File: src/rtl/md_unit_if.sv
// Handshake and result bundle between the EX stage and the multiply/divide unit.
// The master side is the pipeline; the slave side is md_unit.
interface md_unit_if #(
    parameter int WIDTH = 32
);
    logic             md_start;
    logic [2:0]       md_op;
    logic [WIDTH-1:0] md_src_a;
    logic [WIDTH-1:0] md_src_b;
    logic             md_cancel;
    logic             md_busy;
    logic             md_done;
    logic [WIDTH-1:0] md_hi;
    logic [WIDTH-1:0] md_lo;

    modport master (
        output md_start, md_op, md_src_a, md_src_b, md_cancel,
        input  md_busy, md_done, md_hi, md_lo
    );

    modport slave (
        input  md_start, md_op, md_src_a, md_src_b, md_cancel,
        output md_busy, md_done, md_hi, md_lo
    );
endinterface

File: src/rtl/md_unit.sv
// Iterative MULT/MULTU/DIV/DIVU engine owning the architectural HI/LO registers.
// Multiply is right-shifting shift-add; divide is restoring, one quotient bit per cycle.
module md_unit #(
    parameter int WIDTH = 32,
    parameter int ITER  = 32
) (
    input  logic        clk,
    input  logic        rst_n,
    md_unit_if.slave    md
);
    localparam int CNT_W = $clog2(ITER);

    localparam logic [2:0] OP_MTHI = 3'd4;
    localparam logic [2:0] OP_MTLO = 3'd5;

    typedef enum logic [1:0] {
        ST_IDLE = 2'd0,
        ST_ITER = 2'd1,
        ST_FIX  = 2'd2
    } state_t;

    state_t               state_r, state_next_s;
    logic [CNT_W-1:0]     cnt_r;
    logic                 is_div_r, div_zero_r, neg_q_r, neg_r_r;
    logic [WIDTH-1:0]     a_mag_r, b_mag_r;
    logic [2*WIDTH-1:0]   acc_r;
    logic [WIDTH:0]       rem_r;
    logic [WIDTH-1:0]     hi_r, lo_r;
    logic                 busy_r, done_r;

    logic                 accept_s, is_arith_s, signed_op_s;
    logic [WIDTH:0]       mul_sum_s, div_shift_s, div_trial_s;
    logic                 div_ok_s;
    logic [2*WIDTH-1:0]   prod_s;
    logic [WIDTH-1:0]     quo_s, rem_fix_s;

    function automatic logic [WIDTH-1:0] mag_f(input logic [WIDTH-1:0] v, input logic neg);
        if (neg) begin
            mag_f = ~v + WIDTH'(1);
        end else begin
            mag_f = v;
        end
    endfunction

    // Request decode: a flush in the same cycle suppresses every kind of start.
    always_comb begin
        accept_s    = (state_r == ST_IDLE) && md.md_start && !md.md_cancel;
        is_arith_s  = (md.md_op[2] == 1'b0);
        signed_op_s = (md.md_op[0] == 1'b0);
    end

    // One iteration step of each algorithm plus the final sign fix-up.
    always_comb begin
        mul_sum_s   = {1'b0, acc_r[2*WIDTH-1:WIDTH]} +
                      (acc_r[0] ? {1'b0, a_mag_r} : {(WIDTH+1){1'b0}});
        div_shift_s = {rem_r[WIDTH-1:0], a_mag_r[WIDTH-1]};
        div_trial_s = div_shift_s - {1'b0, b_mag_r};
        div_ok_s    = ~div_trial_s[WIDTH];
        if (neg_q_r) begin
            prod_s = ~acc_r + (2*WIDTH)'(1);
        end else begin
            prod_s = acc_r;
        end
        // A zero divisor leaves the dividend magnitude in rem_r, so re-signing it restores md_src_a.
        if (div_zero_r) begin
            quo_s = {WIDTH{1'b1}};
        end else if (neg_q_r) begin
            quo_s = ~a_mag_r + WIDTH'(1);
        end else begin
            quo_s = a_mag_r;
        end
        if (neg_r_r) begin
            rem_fix_s = ~rem_r[WIDTH-1:0] + WIDTH'(1);
        end else begin
            rem_fix_s = rem_r[WIDTH-1:0];
        end
    end

    // Next-state logic.
    always_comb begin
        state_next_s = state_r;
        case (state_r)
            ST_IDLE: begin
                if (accept_s && is_arith_s) begin
                    state_next_s = ST_ITER;
                end else begin
                    state_next_s = ST_IDLE;
                end
            end
            ST_ITER: begin
                if (md.md_cancel) begin
                    state_next_s = ST_IDLE;
                end else if (cnt_r == CNT_W'(ITER - 1)) begin
                    state_next_s = ST_FIX;
                end else begin
                    state_next_s = ST_ITER;
                end
            end
            ST_FIX:  state_next_s = ST_IDLE;
            default: state_next_s = ST_IDLE;
        endcase
    end

    // State register and registered status outputs.
    always_ff @(posedge clk or negedge rst_n) begin
        if (!rst_n) begin
            state_r <= ST_IDLE;
            busy_r  <= 1'b0;
            done_r  <= 1'b0;
        end else begin
            state_r <= state_next_s;
            busy_r  <= (state_next_s != ST_IDLE);
            done_r  <= (state_r == ST_FIX) && !md.md_cancel;
        end
    end

    // Operand latch, iteration datapath and HI/LO commit.
    always_ff @(posedge clk or negedge rst_n) begin
        if (!rst_n) begin
            cnt_r      <= {CNT_W{1'b0}};
            is_div_r   <= 1'b0;
            div_zero_r <= 1'b0;
            neg_q_r    <= 1'b0;
            neg_r_r    <= 1'b0;
            a_mag_r    <= {WIDTH{1'b0}};
            b_mag_r    <= {WIDTH{1'b0}};
            acc_r      <= {(2*WIDTH){1'b0}};
            rem_r      <= {(WIDTH+1){1'b0}};
            hi_r       <= {WIDTH{1'b0}};
            lo_r       <= {WIDTH{1'b0}};
        end else begin
            case (state_r)
                ST_IDLE: begin
                    if (accept_s && is_arith_s) begin
                        cnt_r      <= {CNT_W{1'b0}};
                        is_div_r   <= md.md_op[1];
                        div_zero_r <= (md.md_src_b == {WIDTH{1'b0}});
                        neg_q_r    <= signed_op_s && (md.md_src_a[WIDTH-1] ^ md.md_src_b[WIDTH-1]);
                        neg_r_r    <= signed_op_s && md.md_src_a[WIDTH-1];
                        a_mag_r    <= mag_f(md.md_src_a, signed_op_s && md.md_src_a[WIDTH-1]);
                        b_mag_r    <= mag_f(md.md_src_b, signed_op_s && md.md_src_b[WIDTH-1]);
                        acc_r      <= {{WIDTH{1'b0}},
                                       mag_f(md.md_src_b, signed_op_s && md.md_src_b[WIDTH-1])};
                        rem_r      <= {(WIDTH+1){1'b0}};
                    end else if (accept_s && (md.md_op == OP_MTHI)) begin
                        hi_r <= md.md_src_a;
                    end else if (accept_s && (md.md_op == OP_MTLO)) begin
                        lo_r <= md.md_src_a;
                    end
                end
                ST_ITER: begin
                    cnt_r <= cnt_r + CNT_W'(1);
                    if (is_div_r) begin
                        rem_r   <= div_ok_s ? div_trial_s : div_shift_s;
                        a_mag_r <= {a_mag_r[WIDTH-2:0], div_ok_s};
                    end else begin
                        acc_r <= {mul_sum_s, acc_r[WIDTH-1:1]};
                    end
                end
                ST_FIX: begin
                    if (!md.md_cancel) begin
                        if (is_div_r) begin
                            hi_r <= rem_fix_s;
                            lo_r <= quo_s;
                        end else begin
                            hi_r <= prod_s[2*WIDTH-1:WIDTH];
                            lo_r <= prod_s[WIDTH-1:0];
                        end
                    end
                end
                default: cnt_r <= {CNT_W{1'b0}};
            endcase
        end
    end

    assign md.md_busy = busy_r;
    assign md.md_done = done_r;
    assign md.md_hi   = hi_r;
    assign md.md_lo   = lo_r;
endmodule

File: src/flat_wrapper.sv
// flat-port wrapper written by rule: the top's interface ports become plain ports
module md_unit_flat 
#(
    parameter int WIDTH = 32,
    parameter int ITER  = 32
)
  (clk, rst_n, md_md_start, md_md_op, md_md_src_a, md_md_src_b, md_md_cancel, md_md_busy, md_md_done, md_md_hi, md_md_lo);
  md_unit_if #(.WIDTH(WIDTH)) md_i ();
  input  logic clk;
  input  logic rst_n;
  input wire logic [$bits(md_i.md_start)-1:0] md_md_start;
  input wire logic [$bits(md_i.md_op)-1:0] md_md_op;
  input wire logic [$bits(md_i.md_src_a)-1:0] md_md_src_a;
  input wire logic [$bits(md_i.md_src_b)-1:0] md_md_src_b;
  input wire logic [$bits(md_i.md_cancel)-1:0] md_md_cancel;
  output wire logic [$bits(md_i.md_busy)-1:0] md_md_busy;
  output wire logic [$bits(md_i.md_done)-1:0] md_md_done;
  output wire logic [$bits(md_i.md_hi)-1:0] md_md_hi;
  output wire logic [$bits(md_i.md_lo)-1:0] md_md_lo;
  assign md_i.md_start = md_md_start;
  assign md_i.md_op = md_md_op;
  assign md_i.md_src_a = md_md_src_a;
  assign md_i.md_src_b = md_md_src_b;
  assign md_i.md_cancel = md_md_cancel;
  assign md_md_busy = md_i.md_busy;
  assign md_md_done = md_i.md_done;
  assign md_md_hi = md_i.md_hi;
  assign md_md_lo = md_i.md_lo;
  md_unit #(.WIDTH(WIDTH), .ITER(ITER)) u_core (.clk(clk), .rst_n(rst_n), .md(md_i));
endmodule
File: config.mk
export PLATFORM = sky130hd
export DESIGN_NAME = md_unit_flat
export DESIGN_NICKNAME = d
export VERILOG_FILES = /design/src/rtl/md_unit_if.sv /design/src/rtl/md_unit.sv /design/src/flat_wrapper.sv
export SDC_FILE = /design/constraint.sdc
export NUM_CORES = 1
export LEC_CHECK = 0
export BUFFER_PORTS_ARGS = -buffer_cell sky130_fd_sc_hd__buf_4
export CAP_MARGIN = 25
export CORE_AREA = 5 5 219 221
export DETAILED_ROUTE_END_ITERATION = 12
export DIE_AREA = 0 0 224 226
export GPL_ROUTABILITY_DRIVEN = 0
export GPL_TIMING_DRIVEN = 0
export PLACE_DENSITY = 0.63
export SKIP_CTS_REPAIR_TIMING = 1
export SYNTH_ARGS = -nofsm -noshare
export SYNTH_HDL_FRONTEND = slang
export SYNTH_SLANG_ARGS = --single-unit
export TNS_END_PERCENT = 10
File: constraint.sdc
create_clock -name clk -period 9.9 [get_ports clk]
set_input_delay 1.98 -clock clk [delete_from_list [all_inputs] [get_ports clk]]
set_output_delay 1.98 -clock clk [all_outputs]
set_load 0.1 [all_outputs]
======== Word-level counts from Yosys, hierarchy flattened ========
Cells that the tools add are included.
word-level totals
  bits in registers ....................... 237
operators by class
  add/sub/neg operators ................... 8
  eq/ne operators ......................... 13
  muxes and demuxes ....................... 34
  bitwise logic cells ..................... 10
  reductions and logical operators ........ 21
operators by type and width
  cell                   number
  $mux 32                20
  $pmux 32 s2            4
  $mux 64                3
  $add 32x1->32 const B  4
  $not 32->32            4
  $pmux 64 s2            1
  $add 64x1->64 const B  1
  $not 64->64            1
  $add 32x33->33         1
  $sub 33x32->33         1
  $logic_not 32->1       1
  $pmux 5 s3             1
  $ne 2x2->1 const B     7
  $logic_and 1x1->1      9
  $eq 3x3->1 const B     2
  $reduce_and 3->1       2
  $reduce_bool 2->1      3
  $add 5x1->5 const B    1
  $eq 5x5->1 const B     1
  $mux 5                 1
  $reduce_and 5->1       1
  $mux 2                 2
  $not 1->1              4
  $pmux 2 s2             1
  other kinds (9)        10

======== Logic depth before layout (Yosys ltp) ========
Gate-level depths: netlist (run 1).
  depth in word-level cells ............... 8
  mapped depth ............................ 15
  mapped depth without buffers ............ 14

======== Worst setup path before layout (run 1) ========
Ideal clock, no wire load.
  path type ............................... input to register
  start point ............................. input md_md_src_a[5]
  end point ............................... register u_core.a_mag_r[25]
  setup time .............................. 0.133 ns
  data arrival time ....................... 4.063 ns
  setup slack ............................. 5.704 ns
  stages .................................. 9
  buffers on the path ..................... 0
  path through ............................ nor4_1 -> nor4b_1 -> nor3b_1 -> and3b_1 -> a21oi_1 -> xnor2_1 -> nor2_1 -> a21oi_1 -> o21ai_0
between the ends
  word-level cells in the longest chain between the ends .. 5
ends and longest elaborated chain
  element                 RTL line            RTL
  start: declaration      flat_wrapper.sv:13  input wire logic [$bits(md_i.md_src_a)-1:0] md_md_src_a;
  $not 32->32             md_unit.sv:39       mag_f = ~v + WIDTH'(1);
  $add 32x1->32           md_unit.sv:39
  $mux 32                 md_unit.sv:38       if (neg) begin
  $mux 32                 md_unit.sv:134      if (accept_s && is_arith_s) begin
  $pmux 32 s2             md_unit.sv:132      case (state_r)
  end signal: assignment  md_unit.sv:125      a_mag_r <= {WIDTH{1'b0}};
  end signal: assignment  md_unit.sv:140      a_mag_r <= mag_f(md.md_src_a, signed_op_s && md.md_src_a[WIDTH-1]);
  end signal: assignment  md_unit.sv:155      a_mag_r <= {a_mag_r[WIDTH-2:0], div_ok_s};
  end: declaration        md_unit.sv:25       logic [WIDTH-1:0] a_mag_r, b_mag_r;
Every way passes these cells. The select of a mux whose other input is x is not followed.
A chain may end at the register's enable or synchronous reset.

======== Worst setup path in the final report (run 1) ========
  start point ............................. register u_core.a_mag_r[31]
  end point ............................... register u_core.rem_r[29]
between the ends
  word-level cells in the longest chain between the ends .. 4
ends and longest elaborated chain
  element                 RTL line        RTL
  $sub 33x32->33          md_unit.sv:57   div_trial_s = div_shift_s - {1'b0, b_mag_r};
  $mux 32                 md_unit.sv:154  rem_r <= div_ok_s ? div_trial_s : div_shift_s;
  $mux 32                 md_unit.sv:153  if (is_div_r) begin
  $pmux 32 s2             md_unit.sv:132
  end signal: assignment  md_unit.sv:128  rem_r <= {(WIDTH+1){1'b0}};
  end signal: assignment  md_unit.sv:144  rem_r <= {(WIDTH+1){1'b0}};
  end signal: assignment  md_unit.sv:154
  end: declaration        md_unit.sv:27   logic [WIDTH:0] rem_r;
Every way passes these cells. The select of a mux whose other input is x is not followed.

==> results of run 1 <==
layer usage:
metal	GRT usage, %	part of all wire, %
met5	0	0
met4	13.5	6.3
met3	5.02	11
met2	41.4	41
met1	39.4	42
how the worst min path moves through the flow:
stage                             from                 end  depth (start not counted)
finish              u_core.b_mag_r[31]  u_core.b_mag_r[31]                          1
global route        u_core.b_mag_r[31]  u_core.b_mag_r[31]                          1
CTS                 u_core.b_mag_r[30]  u_core.b_mag_r[30]                          1
detailed placement  u_core.b_mag_r[30]  u_core.b_mag_r[30]                          1
global placement    u_core.b_mag_r[26]  u_core.b_mag_r[26]                          1
floorplan              u_core.cnt_r[3]     u_core.cnt_r[3]                          1
final cells by class:
class | instances | area, um^2 | share of cell area (%)
Multi-Input combinational cell | 1790 | 11300 | 54.1
Clock buffer | 37 | 785 | 3.76
Inverter | 69 | 259 | 1.24
Clock inverter | 11 | 171 | 0.821
Tap cell | 607 | 759 | 3.64
Sequential cell | 237 | 5930 | 28.4
Buffer | 146 | 568 | 2.72
Timing Repair Buffer | 139 | 1100 | 5.26
layout by cell type (no fill, tap or decap), drive strengths merged, types with 32 or more instances in the layout:
cell type and n:
buf 165, ha 71, nor2 181, a21oi 187, inv 69, o31ai 45, a21o 32, or3 34
o21ai 202, xor2 78, nand2 252, and2 35, clkbuf 157, nor3 39, dfrtp 237, a31oi 50
nand3 64, xnor2 131
cells in the mapped netlist (all sizes together) (4+ instances only):
cell type,n
nand2,252
dfrtp,237
o21ai,202
a21oi,187
nor2,181
xnor2,131
clkbuf,120
xor2,78
ha,71
inv,69
nand3,64
a31oi,50
o31ai,45
nor3,39
and2,35
or3,34
a21o,32
mux2i,31
o221ai,31
a21boi,28
buf,26
nand2b,25
o22ai,24
o41ai,23
nor4,18
nand4,17
o211ai,16
or4,16
a221o,13
nor2b,13
o21a,11
nand3b,10
o21bai,10
nor3b,9
a211oi,8
or2,8
o31a,7
nor4b,6
a2111oi,5
a22o,5
a311oi,4
and3,4
o311ai,4
logic make-up (layout without fill, tap and decap cells):
| group | after synthesis | in the layout |
|---|---|---|
| XOR/XNOR | 209 | 209 |
| AO/OA/AOI/OAI | 735 | 735 |
| adder cells (fa/ha/maj) | 73 | 73 |
| buffers and inverters | 215 | 402 |
| AND/OR/NAND/NOR | 741 | 741 |
| flip-flops | 237 | 237 |
| multiplexers | 32 | 32 |
power groups by stage:
stage	Clock [mW]	Combinational [mW]	Sequential, mW
5_1_grt	1.14	4.04	1.87
2_1_floorplan	0	2.22	2.15
6_report	1.09	3.77	1.85
4_1_cts	1.10	3.69	1.82
3_5_place_dp	0	3.68	1.83
3_3_place_gp	0	3.61	1.82
state kept, by name, indices dropped and copies added (netlist names):
| signal | flops |
|---|---|
| u_core.md.md_busy | 1 |
| u_core.div_zero_r | 1 |
| u_core.neg_q_r | 1 |
| u_core.b_mag_r | 32 |
| u_core.neg_r_r | 1 |
| u_core.a_mag_r | 32 |
| u_core.is_div_r | 1 |
| u_core.cnt_r | 5 |
| u_core.rem_r | 32 |
| u_core.state_r | 2 |
| u_core.acc_r | 64 |
| u_core.md.md_done | 1 |
| u_core.md.md_lo | 32 |
| u_core.md.md_hi | 32 |
stage by stage:
stage	instances	hold slack (ns)	instance area [um^2]	power, mW
floorplan	2242	0.443	18100	4.37
finish	3036	0.477	20900	6.71
CTS	3036	0.479	20900	6.61
global route	3036	0.492	20900	7.06
global placement	2984	0.464	19800	5.43
detailed placement	2988	0.466	19900	5.51
==> flow_metrics.py, run 1 <==
metrics = {
    "grt": {
        "grt_max_degree": 116,
        "antenna_found_initial": 1,
        "first_global_vias": 17529,
        "grt_first_pass_wirelength_mm": 110,
        "groute.usage.overall_pct": 27.9,
        "grt_overflow": 0,
    },
    "sta": {
        "finalMaxSlewViolations": 0,
        "slew_headroom_pct": 29.9,
        "fin_skew_ns": 0.0333,
        "finalCritPeriodShare_pct": 48.1,
        "fin_ws_ns": 5.14,
        "setup_tns_ns": 0,
        "finalSetupViolations": 0,
        "rsz0062_at_grt": "false",
        "tightest_slew_ns": 1.04,
        "hold_viol": 0,
        "post-route-min-period_ns": 4.76,
        "fmax_ghz": 0.210,
    },
    "detailed_routing": {
        "post_drt_wl_per_cell_um": 24.2,
        "via_per_inst": 6.25,
        "first_iter_violations": 2756,
        "first_pass_iters": 6,
        "routed-via-count": 18981,
        "route.detailed.drc": 0,
        "routed_wl_mm": 73.4,
        "antenna_left": 0,
    },
    "worst_setup_path": {
        "start_kind": "register",
        "cp_common_cell": "buf_2",
        "end_kind": "register",
        "rrSetupSlack_ns": 5.14,
        "slowest_stage": "nor4b_1",
        "path_class": "register to register",
        "crit_arrival_ns": 5.20,
        "crit_start": "u_core.a_mag_r[31]",
        "path_buf_inv": 3,
        "worstPathMaxFanout": 10,
        "r2r-end": "u_core.rem_r[29]",
        "crit_path_cell_trace": "inv_1, ha_1, fa_1, nand2b_1, a21oi_1, a41oi_1, nor4b_1, o41ai_1, o311ai_1, xor2_1, buf_2, buf_2, a2bb2oi_1, o21ai_0",
        "crit_family": "compound AO/OA/AOI/OAI gates",
        "reg2regPathDepth": 14,
        "crit_required_ns": 10.34,
        "max_stage_delay_ns": 0.61,
        "r2r_start": "u_core.a_mag_r[31]",
        "worstSetupEndpoint": "u_core.rem_r[29]",
        "cp_num_cells": 14,
    },
    "floorplanning": {
        "row_count": 79,
        "die_y_um": 226,
        "dieArea_um2": 50600,
        "initial_core_util_pct": 39.3,
        "dieWidth_um": 224,
        "ioPinCount": 137,
        "coreArea_um2": 46000,
    },
    "power": {
        "internal_power_mw": 3.21,
        "seqPwrFrac_pct": 27.6,
        "p_sw_share_pct": 52.1,
        "clkPwrFrac_pct": 16.2,
        "power.leakage_nw": 8.82,
        "vdd.ir_drop.worst_uv": 293,
        "powerDensity_nw_per_um2": 322,
        "p_switching_mw": 3.50,
        "p_comb_share_pct": 56.2,
    },
    "yosys": {
        "synthFlopType": "dfrtp_1",
        "synthTopCellsByArea": "dfrtp_1 (33%), xnor2_1 (6.4%), o21ai_0 (5.3%)",
        "yosys_warnings": 0,
        "synth_xor_area_share_pct": 10.1,
        "synth_simple_gate_area_share_pct": 19.7,
        "syn_inst": 2242,
        "synth_compound_area_share_pct": 25.9,
        "synth_top_area_share_pct": 32.8,
        "synth.area.mux_share_pct": 1.78,
        "ys_seq_elements": 237,
        "postSynthAreaPerCell_um2": 8.05,
        "synthAdderAreaFrac_pct": 5.14,
        "synth_top_family_by_area": "compound AO/OA/AOI/OAI gates",
        "netlist_area_um2": 18100,
        "synth_edf_count": 0,
        "ys_seq_area_share_pct": 32.8,
        "syn_nets": 2386,
        "synth_area_leader_cell": "dfrtp_1",
        "synthDistinctLibCells": 80,
        "async_flop_share_pct": 100,
    },
    "clock_tree": {
        "cts_sinks": 237,
        "cts_tree": "yes",
        "path_clk_slew_ns": 0.06,
        "htreeDepth": 1,
        "numCtsBuffers": 28,
        "cts_max_path_buffers": 3,
        "insertion_delay_ns": 0.58,
        "cts_root_buf": "clkbuf_16",
    },
    "job": {
        "maxCapViolations": 0,
    },
    "finish": {
        "fin_nets": 2555,
        "nFillCells": 4657,
        "finish.utilization_pct": 45.4,
        "drive_above_1_share_pct": 8.93,
        "antenna_cells": 0,
        "synthToLayoutAreaGrowth_pct": 15.6,
    },
    "place": {
        "portBuffers": 135,
        "dpl_worst_slack_ns": 4.63,
        "dp_hpwl_mm": 58.4,
    },
    "hold_path": {
        "hold_class": "register to register",
    },
    "status": {
        "status": "finished, final reports clean",
    },
}
Power figures use the tool's default switching activity.
==> inputs of run 2 (changes only) <==
- ABC_AREA: not set -> 1
- CORE_AREA: 5 5 219 221 -> 5 5 235 237
- DIE_AREA: 0 0 224 226 -> 0 0 240 242
- clock period: 9.9 -> 5 ns (I/O delays scaled with it)
==> run 2 against run 1 <==
  * Sequential cell count unchanged
  * Clock skew decreased by 0.0080 ns
  * Sequential power increased by 84%
  * Cell area increased by 14%
  * Cell count increased by 42%
  * Fmax increased by 63%
  * Wire length increased by 23%
  * Die area increased by 15%
  * Largest cell class unchanged
  * Largest power group unchanged
==> flow_metrics.py, run 2 <==
metrics = {
    "status": {
        "status": "finished, final reports clean",
    },
    "power": {
        "p_switching_mw": 8.17,
        "vdd.ir_drop.worst_uv": 309,
        "p_comb_share_pct": 61.6,
        "p_sw_share_pct": 56.3,
        "power.leakage_nw": 12.0,
        "powerDensity_nw_per_um2": 608,
        "seqPwrFrac_pct": 23.4,
        "internal_power_mw": 6.34,
        "clkPwrFrac_pct": 15.0,
    },
    "clock_tree": {
        "path_clk_slew_ns": 0.06,
        "numCtsBuffers": 29,
        "htreeDepth": 1,
        "cts_tree": "yes",
        "insertion_delay_ns": 0.59,
        "cts_root_buf": "clkbuf_16",
        "cts_sinks": 237,
        "cts_max_path_buffers": 3,
    },
    "yosys": {
        "syn_nets": 3582,
        "netlist_area_um2": 20900,
        "synth_edf_count": 0,
        "synthFlopType": "dfrtp_1",
        "syn_inst": 3438,
        "synth_common_cells": "nand2_1 (932), nor2_1 (511), inv_1 (408), nand3_1 (336), a21oi_1 (248)",
        "synthTopCellsByArea": "dfrtp_1 (28%), nand2_1 (17%), nor2_1 (9.2%)",
        "synth_top_area_share_pct": 28.3,
        "synthDistinctLibCells": 54,
        "synthMostInstantiatedCell": "nand2_1",
        "yosys_warnings": 0,
        "synth_area_leader_cell": "dfrtp_1",
        "async_flop_share_pct": 100,
        "ys_seq_area_share_pct": 28.3,
        "postSynthAreaPerCell_um2": 6.09,
        "ys_seq_elements": 237,
    },
    "worst_setup_path": {
        "worstPathMaxFanout": 8,
        "max_stage_delay_ns": 0.47,
        "crit_arrival_ns": 3.42,
        "end_kind": "register",
        "crit_path_cell_trace": "buf_2, nand2_1, inv_1, ha_1, inv_1, fa_1, inv_1, nand3_1, nand2_1, a21oi_1, o21ai_0, nand3b_1, nand3_1, nand2_1, o21ai_0",
        "path_class": "register to register",
        "start_kind": "register",
        "rrSetupSlack_ns": 2.08,
        "crit_required_ns": 5.49,
        "slowest_stage": "o21ai_0",
    },
    "detailed_routing": {
        "via_per_inst": 5.65,
        "routed-via-count": 24445,
        "antenna_left": 0,
        "first_iter_violations": 2954,
        "route.detailed.drc": 0,
        "first_pass_iters": 10,
        "routed_wl_mm": 90.3,
        "post_drt_wl_per_cell_um": 20.9,
    },
    "floorplanning": {
        "die_y_um": 242,
        "coreArea_um2": 53100,
        "initial_core_util_pct": 39.5,
        "dieArea_um2": 58100,
        "ioPinCount": 137,
        "dieWidth_um": 240,
        "row_count": 85,
    },
    "job": {
        "maxCapViolations": 0,
    },
    "finish": {
        "fin_nets": 3751,
        "largest_reg_flops": 64,
        "regMostFlops": "u_core.acc_r",
        "final_cell_mix": "nand2_1 (932), nor2_1 (511), inv_1 (408), nand3_1 (336), a21oi_1 (248)",
        "finish.instance_area_um2": 23900,
        "finish.utilization_pct": 45.0,
        "instances_no_fill": 4326,
        "drive_above_1_share_pct": 8.02,
        "layout_commonest_cell": "nand2_1",
        "synthToLayoutAreaGrowth_pct": 14.0,
    },
    "grt": {
        "grt_overflow": 0,
        "grt_first_pass_wirelength_mm": 134,
        "first_global_vias": 22354,
        "groute.usage.overall_pct": 29.7,
        "antenna_found_initial": 1,
        "grt_max_degree": 112,
    },
    "hold_path": {
        "hold_class": "input port to async pin",
    },
    "sta": {
        "finalCritPeriodShare_pct": 58.5,
        "finalMaxSlewViolations": 0,
        "fmax_ghz": 0.342,
        "post-route-min-period_ns": 2.92,
        "tightest_slew_ns": 1.02,
        "slew_headroom_pct": 32.0,
        "setup_tns_ns": 0,
        "finalSetupViolations": 0,
        "hold_viol": 0,
        "fin_skew_ns": 0.0252,
        "rsz0062_at_grt": "false",
    },
    "place": {
        "dp_hpwl_mm": 74.2,
        "placed_area_um2": 22900,
        "placed_cells": 4272,
        "portBuffers": 136,
    },
}
## run 2: critical path: cells and delay by family (launching register included)
family | cells | cell delay, ns
AO/OA/AOI/OAI | 3 | 0.81
buffers and inverters | 4 | 0.47
flip-flops | 1 | 0.32
adder cells (fa/ha/maj) | 2 | 0.57
AND/OR/NAND/NOR | 6 | 0.66
## run 2: path summary, 6_finish.rpt
path	startpoint	endpoint	cells past startpoint
setup / recovery	u_core.acc_r[0]	u_core.acc_r[61]	15
hold / removal	rst_n	u_core.acc_r[60]	1
setup reg to reg	u_core.acc_r[0]	u_core.acc_r[61]	15
hold reg to reg	u_core.b_mag_r[27]	u_core.b_mag_r[27]	2
max in group asynchronous	rst_n	u_core.state_r[1]	2
min in group clk	u_core.b_mag_r[27]	u_core.b_mag_r[27]	2
## run 2: cell type report
class,count,area (um^2)
Buffer,110,524
Clock inverter,12,113
Timing Repair Buffer,138,1080
Tap cell,696,871
Clock buffer,41,861
Inverter,420,1580
Multi-Input combinational cell,2671,12900
Sequential cell,237,5930
Fill cell,5768,29200
Antenna cell,1,2.50
## run 2: routing by layer
layer	track usage, %	part of all wire, %	up-vias
met5	0	0	-
met4	13.9	6.0	0
met3	5.38	10	239
met2	44.1	42	1341
met1	41.9	42	11300
li1	-	-	11565
## run 2: stage by stage
stage / setup slack, ns / power (mW) / hold slack [ns]
CTS: 2.12 / 14.3 / 0.272
global route: 1.82 / 15.5 / 0.291
detailed placement: 1.81 / 12.1 / 0.467
global placement: 0.883 / 12.0 / 0.465
floorplan: 2.60 / 9.40 / 0.449
finish: 2.08 / 14.5 / 0.275
## run 2: kinds of logic (layout without fill, tap and decap cells)
logic type	count (synthesis)	count (layout)	synth area share [%]
AO/OA/AOI/OAI	620	620	16.4
XOR/XNOR	63	63	2.63
adder cells (fa/ha/maj)	73	73	4.43
buffers and inverters	530	721	10.0
flip-flops	237	237	28.3
other	0	1	0
AND/OR/NAND/NOR	1915	1915	38.2
## run 2: power groups by stage
stage | registers (mW) | logic, mW | clock network, mW
after floorplan | 4.17 | 5.23 | 0
after global placement | 3.37 | 8.63 | 0
after detailed placement | 3.37 | 8.68 | 0
after CTS | 3.35 | 8.73 | 2.19
after global routing | 3.45 | 9.74 | 2.27
final | 3.40 | 8.93 | 2.18
